--- src/rtl/seg7_scan_driver.sv ---
// Scans a 32-bit value onto an 8-digit common-anode 7-segment display as hex,
// one digit per CLK_DIV clocks, with per-frame latching and optional leading-zero blanking.
module seg7_scan_driver #(
  parameter int CLK_DIV = 100000
) (
  input  logic        clk_i,
  input  logic        rst_i,
  input  logic [31:0] value_i,
  input  logic        en_i,
  input  logic        blank_i,
  output logic [7:0]  an_o,
  output logic [6:0]  seg_o,
  output logic        dp_o
);

  localparam int CW = (CLK_DIV > 2) ? $clog2(CLK_DIV) : 1;
  localparam logic [CW-1:0] CNT_MAX = CW'(CLK_DIV - 1);

  typedef enum logic {BLANK, SCAN} state_t;

  state_t        state;
  logic [CW-1:0] cnt;
  logic [2:0]    idx;
  logic [31:0]   shd;

  logic          tick;
  logic [2:0]    idx_n;
  logic [31:0]   shd_n;
  logic [31:0]   upper_n;
  logic [3:0]    nib_n;
  logic          blanked_n;
  logic [7:0]    an_n;

  function automatic logic [6:0] hex_decode(input logic [3:0] nib);
    logic [6:0] code;
    case (nib)
      4'h0: code = 7'h40;
      4'h1: code = 7'h79;
      4'h2: code = 7'h24;
      4'h3: code = 7'h30;
      4'h4: code = 7'h19;
      4'h5: code = 7'h12;
      4'h6: code = 7'h02;
      4'h7: code = 7'h78;
      4'h8: code = 7'h00;
      4'h9: code = 7'h10;
      4'hA: code = 7'h08;
      4'hB: code = 7'h03;
      4'hC: code = 7'h46;
      4'hD: code = 7'h21;
      4'hE: code = 7'h06;
      default: code = 7'h0E;
    endcase
    return code;
  endfunction

  // Outputs are built from the post-edge idx/shd so a slot and its digit change together.
  always_comb begin
    tick      = en_i && (cnt == CNT_MAX);
    idx_n     = tick ? idx + 3'd1 : idx;
    shd_n     = (tick && (idx == 3'd7)) ? value_i : shd;
    upper_n   = shd_n >> {idx_n, 2'b00};
    nib_n     = upper_n[3:0];
    blanked_n = blank_i && (idx_n != 3'd0) && (upper_n == 32'd0);
    an_n      = blanked_n ? 8'hFF : ~(8'd1 << idx_n);
  end

  always_ff @(posedge clk_i or posedge rst_i) begin
    if (rst_i) begin
      state <= BLANK;
      cnt   <= '0;
      idx   <= 3'd7;
      shd   <= 32'd0;
      an_o  <= 8'hFF;
      seg_o <= 7'h7F;
    end else begin
      if (en_i) begin
        cnt <= tick ? '0 : cnt + 1'b1;
      end
      idx <= idx_n;
      shd <= shd_n;
      case (state)
        BLANK: begin
          if (tick) begin
            state <= SCAN;
            an_o  <= an_n;
            seg_o <= hex_decode(nib_n);
          end
        end
        SCAN: begin
          if (!en_i) begin
            an_o <= 8'hFF;
          end else begin
            an_o  <= an_n;
            seg_o <= hex_decode(nib_n);
          end
        end
      endcase
    end
  end

  assign dp_o = 1'b1;

endmodule
--- config.mk ---
export PLATFORM = sky130hd
export DESIGN_NAME = seg7_scan_driver
export DESIGN_NICKNAME = d
export VERILOG_FILES = /design/src/rtl/seg7_scan_driver.sv
export SDC_FILE = /design/constraint.sdc
export NUM_CORES = 1
export LEC_CHECK = 0
export CORE_ASPECT_RATIO = 0.75
export CORE_UTILIZATION = 60
export DETAILED_ROUTE_END_ITERATION = 7
export DONT_BUFFER_PORTS = 1
export PLACE_DENSITY = 0.8
export SKIP_CTS_REPAIR_TIMING = 1
export SLEW_MARGIN = 20
export SYNTH_ARGS = -nofsm -noshare
export SYNTH_HDL_FRONTEND = slang
export SYNTH_SLANG_ARGS = --single-unit
--- constraint.sdc ---
create_clock -name clk_i -period 4.25 [get_ports clk_i]
set_input_delay 0.425 -clock clk_i [delete_from_list [all_inputs] [get_ports clk_i]]
set_output_delay 0.425 -clock clk_i [all_outputs]
set_load 0.02 [all_outputs]
==> impl_metrics.toml, run 1 <==
[drt]
routed_via_density = 7.16
drc = 0
ant_nets = 0
wl_per_cell_um = 23.3
num_vias = 4652
firstDrtPassIters = 5
drt-total-wl_mm = 15.1
drt_iter0_drc = 527

[cells_and_area]
multi_input_area_sq_um = 3310
final_area_sq_um = 5660
antenna_cells = 0
ff_latch_area_sq_um = 1720
drive_gt1_share_pct = 24.7
nets = 581
fillers = 674
finish.utilization_pct = 66.7
area_growth_pct = 7.43

[sta]
finClkSkew_ns = 0.00915
maxSlewHeadroom_pct = 51.7
setup_violations = 0
worst_pin_slew_ns = 0.724
period_needed_ns = 3.91
fmax_mhz = 255
slew_violations = 0
hold_violations = 0
setup_tns_ns = 0
rsz0062_at_grt = "false"
fin_crit_sh_pct = 92.1
setup_ws_ns = 0.336

[synth]
synth_area_leaders = "dfrtp_1 24%, mux4_2 9.8%, dfstp_2 9.0%"
yosys_register_bits = 68
ys_seq_area_share_pct = 32.7
yosys_warnings = 0
syn-cell-area_sq_um = 5270
synthCells = 547
syn_nets = 591
yosysMostFrequentCell = "nor2_1"
synthDistinctLibCells = 65
yosysTopAreaCell = "dfrtp_1"
ys_top_cells_by_count = "55 x nor2_1, 50 x dfrtp_1, 40 x mux2_2"
syn_avg_cell_area_sq_um = 9.64
synthArstFlopShare_pct = 100
synth_top_cell_area_share_pct = 23.7
synth_edf_count = 0
synthFlopType = "dfrtp_1"

[floorplan]
die_h_um = 83.2
fp-row-count = 29
die_x_um = 110
core-area_sq_um = 8490
ioPinCount = 52
die_area_sq_um = 9170
start_util_pct = 62.1

[worst_setup_path]
arrival_ns = 4.18
rr_worst_depth = 11
worstPathRequired_ns = 4.51
cp_max_fo = 16
crit_path_start = "idx[1]$_DFF_PP1_"
worstSetupPathType = "reg2reg"
end_kind = "register"
rr_startpoint = "idx[1]$_DFF_PP1_"
startpoint_type = "register"

[place]
placed_cell_area_sq_um = 5370
hpwl_mm = 10.9
gp_congestion = 1.01
dp_slack_ns = 0.409
port_buffers = 0

[power_and_ir_drop]
power.internal_mw = 1.14
powerDensity_nw_per_um2 = 265
ir_drop_uv = 246
p_seq_share_pct = 46.9
power_frac_comb_pct = 4.3
swShare_pct = 23.8
power_frac_clock_pct = 48.9
p_switching_mw = 0.357
power_leakage_nw = 2.38

[grt]
grt_pass1_wl_mm = 24.2
grt_pass1_vias = 4489
track_usage_pct = 35.6
grt_max_degree = 62
grt_overflow_total = 0
antenna_found_initial = 0

[clock_network]
ctsLongestPathBuffers = 2
cts_tree = "done"
numCtsBuffers = 9
clkLatencyLatePin_ns = 0.34
cts_root_buf = "clkbuf_16"
cts.sink_count = 68
cts.clk_slew.worst_paths_ns = 0.06
htree_levels = 3

[run_status]
outcome = "finished clean"

[min_path]
worst_hold_path_type = "in2async"

[job]
maxCapViolCount = 0
-- flip-flops by register name, summed over array words and instances, names as in the netlist --
register	cells
shd	32
cnt	17
an_o	8
seg_o	7
idx	3
state	1
-- cells by family after synthesis --
logic type | count (synthesis) | synth area share [%]
AOI/OAI and AO/OA | 130 | 15.3
xor gates and xnor gates | 16 | 2.80
adders and majority gates | 8 | 1.90
buffers and inverters | 50 | 4.70
DFF | 68 | 32.7
muxes | 98 | 25.2
other | 1 | 0.0711
and+or+nand+nor | 176 | 17.3
-- layer usage --
layer  wire length, um  track usage (%)  vias up
li1                  -                -     2025
met1              6200             50.5     2237
met2              6620             51.2      331
met3              1810             11.5       59
met4               506             12.2        0
met5                 0                0        -
-- cells in the final DEF, fill, tap and decap left out, types with 16 or more instances in the layout --
master | Yosys | routed
a21oi_1 | 38 | 38
o21ai_0 | 38 | 38
dfstp_2 | 18 | 18
dfrtp_1 | 50 | 50
mux2i_1 | 32 | 32
buf_4 | 5 | 16
nand2_1 | 36 | 36
mux2_2 | 40 | 40
mux4_2 | 23 | 23
nor2_1 | 55 | 55
-- worst max-delay path, stage by stage, from the launching register on --
cell and delay (ns):
dfstp_2 0.65, ha_1 0.20, ha_2 0.26, buf_12 0.19, mux4_2 0.56, nand2b_1 0.19
mux2_2 0.29, and3_1 0.19, o22ai_2 0.51, and3_1 0.30, o2111ai_2 0.22, a31oi_1 0.25
-- power by group through the flow --
stage | Combinational (mW) | Sequential [mW] | Clock [mW]
finish | 0.0641 | 0.703 | 0.733
floorplan | 0.0546 | 0.704 | 0
global placement | 0.0618 | 0.710 | 0
detailed placement | 0.0645 | 0.712 | 0
global route | 0.0743 | 0.706 | 0.774
CTS | 0.0647 | 0.702 | 0.745
-- metrics by stage --
stage	cells	power [mW]	hold slack, ns
final	650	1.50	0.0840
after CTS	650	1.51	0.107
after detailed placement	634	0.777	0.466
after floorplan	547	0.759	0.453
after global placement	634	0.772	0.450
after global routing	650	1.55	0.147
-- worst paths after layout --
path | endpoint | slack (ns)
worst max register to register | an_o[3]$_DFFE_PP1P_ | 0.34
worst min-delay path | cnt[9]$_DFFE_PP0P_ | 0.08
worst min register to register | cnt[12]$_DFFE_PP0P_ | 0.50
worst max-delay path | an_o[3]$_DFFE_PP1P_ | 0.34
max in group asynchronous | idx[2]$_DFF_PP1_ | 3.18
min in group clk_i | cnt[0]$_DFFE_PP0P_ | 0.18
-- cell type report --
| class | instances | area share [%] |
|---|---|---|
| multi-input combinational | 429 | 58.5 |
| sequential | 68 | 30.4 |
| clock buffer | 12 | 4.73 |
| timing repair buffer | 18 | 2.83 |
| tap | 108 | 2.39 |
| inverter | 11 | 0.729 |
| clock inverter | 4 | 0.376 |
Power figures use the tool's default switching activity.
==> inputs of run 2 (changes only) <==
--- a/config.mk
+++ b/config.mk
@@ -7,6 +7,7 @@
 export LEC_CHECK = 0
 export CORE_ASPECT_RATIO = 0.75
 export CORE_UTILIZATION = 60
+export CTS_CLUSTER_DIAMETER = 60
 export DETAILED_ROUTE_END_ITERATION = 7
 export DONT_BUFFER_PORTS = 1
 export PLACE_DENSITY = 0.8
==> results of run 2 <==
Same layout as run 1: the final DEF is identical, and so are final timing and power.
==> inputs of run 3 (changes only) <==
--- a/config.mk
+++ b/config.mk
@@ -10,6 +10,7 @@
 export CTS_CLUSTER_DIAMETER = 60
 export DETAILED_ROUTE_END_ITERATION = 7
 export DONT_BUFFER_PORTS = 1
+export GPL_TIMING_DRIVEN = 0
 export PLACE_DENSITY = 0.8
 export SKIP_CTS_REPAIR_TIMING = 1
 export SLEW_MARGIN = 20
==> constraint.sdc (replaced) <==
create_clock -name clk_i -period 4.25 [get_ports clk_i]
set_input_delay 0.425 -clock clk_i [delete_from_list [all_inputs] [get_ports clk_i]]
set_output_delay 0.425 -clock clk_i [all_outputs]
set_load 0.005 [all_outputs]
==> impl_metrics.toml, run 3 (synthesis gave the netlist of run 1 again) <==
[run_status]
outcome = "finished clean"

[drt]
wl_per_cell_um = 24.0
ant_nets = 0
num_vias = 4807
routed_via_density = 7.12
highest_layer = "met4"
drt-met1-wl_mm = 6.95
drc = 0
drt-total-wl_mm = 16.2
route.met2.wl_mm = 6.77
met3WireLength_mm = 1.92
drt_iter0_drc = 700
firstDrtPassIters = 6

[sta]
setup_tns_ns = 0
period_needed_ns = 4.03
worst_pin_slew_ns = 0.686
maxSlewHeadroom_pct = 54.2
fmax_mhz = 248
fin_hold_ws_ns = 0.229
slew_violations = 0
hold_violations = 0
finClkSkew_ns = 0.00889
setup_violations = 0
fin_crit_sh_pct = 94.9

[floorplan]
die_h_um = 83.2
ioPinCount = 52
core-area_sq_um = 8490
fp-row-count = 29
die_area_sq_um = 9170
start_util_pct = 62.1
die_x_um = 110

[worst_setup_path]
rr_worst_depth = 15
cp_cell_sequence = "ha_1, ha_1, clkbuf_4, buf_6, buf_4, mux4_2, mux2i_1, o21ai_0, a21oi_2, ha_2, nand2_1, a31oi_1, and3_1, o2111ai_2, a31oi_1"
worstPathRequired_ns = 4.51
startpoint_type = "register"
cp_slowest_cell = "mux4_2"
regToRegSetupSlack_ns = 0.22
cp_top_family = "compound AO/OA/AOI/OAI gates"
cpPeakStageDelay_ns = 0.55
worstSetupPathType = "reg2reg"
cp.depth = 15
arrival_ns = 4.29
path_buf_inv = 3
cp_max_fo = 10
end_kind = "register"

[grt]
grt_overflow_total = 0
track_usage_pct = 37.4
grt_max_degree = 40
grt_pass1_vias = 4559
grt_pass1_wl_mm = 25.4
antenna_found_initial = 0

[clock_network]
cts_tree = "done"
ctsLongestPathBuffers = 2
cts.clk_slew.worst_paths_ns = 0.06
clkLatencyLatePin_ns = 0.34
cts.sink_count = 68
htree_levels = 3
numCtsBuffers = 9
cts_root_buf = "clkbuf_16"

[cells_and_area]
final_area_sq_um = 5800
largest_reg_flops = 32
final_cell_mix = "55 x nor2_1, 50 x dfrtp_1, 40 x mux2_2"
finish.utilization_pct = 68.3
top_regs = "shd x32, cnt x17, an_o x8"
layout_commonest_cell = "nor2_1"
nets = 606
area_growth_pct = 9.99
regMostFlops = "shd"
drive_gt1_share_pct = 25.9
antenna_cells = 0

[place]
hpwl_mm = 12.2
gp_congestion = 1.01
placed_cell_area_sq_um = 5430
port_buffers = 0

[min_path]
worst_hold_path_type = "in2reg"
min_path_cells = 1

[job]
maxCapViolCount = 0

[power_and_ir_drop]
power_leakage_nw = 2.46
ir_drop_uv = 382
powerDensity_nw_per_um2 = 264
run 3: cell count changes in the layout (fill, tap and decap cells not counted), moves of 2 or more:
cell	before	now
buf_1	0	2
buf_2	0	16
buf_4	16	7
buf_8	0	2
clkbuf_1	1	11
clkinvlp_4	0	2
inv_6	0	2
run 3: stage by stage:
| step | std cells | total power, mW | setup WS [ns] |
|---|---|---|---|
| final | 675 | 1.53 | 0.216 |
| after global routing | 675 | 1.58 | -0.00766 |
| after CTS | 672 | 1.54 | -0.333 |
| after detailed placement | 656 | 0.781 | -0.304 |
| after global placement | 655 | 0.771 | -0.236 |
| after floorplan | 547 | 0.758 | 0.569 |
run 3: layout make-up:
type                       instances  area, sq um
inverter                          11         43.8
buffer                            39          220
fill                             678         2690
sequential                        68         1720
tap                              108          135
clock inverter                     7         72.6
multi-input combinational        429         3330
clock buffer                       9          225
timing repair buffer               4         45.0
run 3: worst reg2reg max path, cell delays in order, from the launching register on:
cell and delay [ns]:
dfstp_2 0.54, ha_1 0.15, ha_1 0.14, clkbuf_4 0.23, buf_6 0.21, buf_4 0.29
mux4_2 0.55, mux2i_1 0.13, o21ai_0 0.21, a21oi_2 0.35, ha_2 0.27, nand2_1 0.07
a31oi_1 0.13, and3_1 0.20, o2111ai_2 0.22, a31oi_1 0.25
run 3: report_power, final:
part | internal [mW] | leakage [nW] | total (mW) | switching [mW]
sequential | 0.671 | 0.874 | 0.702 | 0.0309
clock | 0.456 | 0.142 | 0.760 | 0.304
combinational | 0.0307 | 1.44 | 0.0696 | 0.0389
run 3: path summary, 6_finish.rpt:
check,start,to
max in group asynchronous,rst_i,seg_o[0]$_DFFE_PP1P_
min in group asynchronous,rst_i,cnt[15]$_DFFE_PP0P_
worst max-delay path,idx[0]$_DFF_PP1_,an_o[1]$_DFFE_PP1P_
worst min-delay path,value_i[9],shd[9]$_DFF_PP0_
worst max register to register,idx[0]$_DFF_PP1_,an_o[1]$_DFFE_PP1P_
worst min register to register,cnt[12]$_DFFE_PP0P_,cnt[12]$_DFFE_PP0P_
run 3: routing by layer:
| layer | vias up | track usage, % |
|---|---|---|
| li1 | 2075 | - |
| met1 | 2347 | 55.0 |
| met2 | 331 | 51.6 |
| met3 | 54 | 11.7 |
| met4 | 0 | 13.0 |
| met5 | - | 0 |
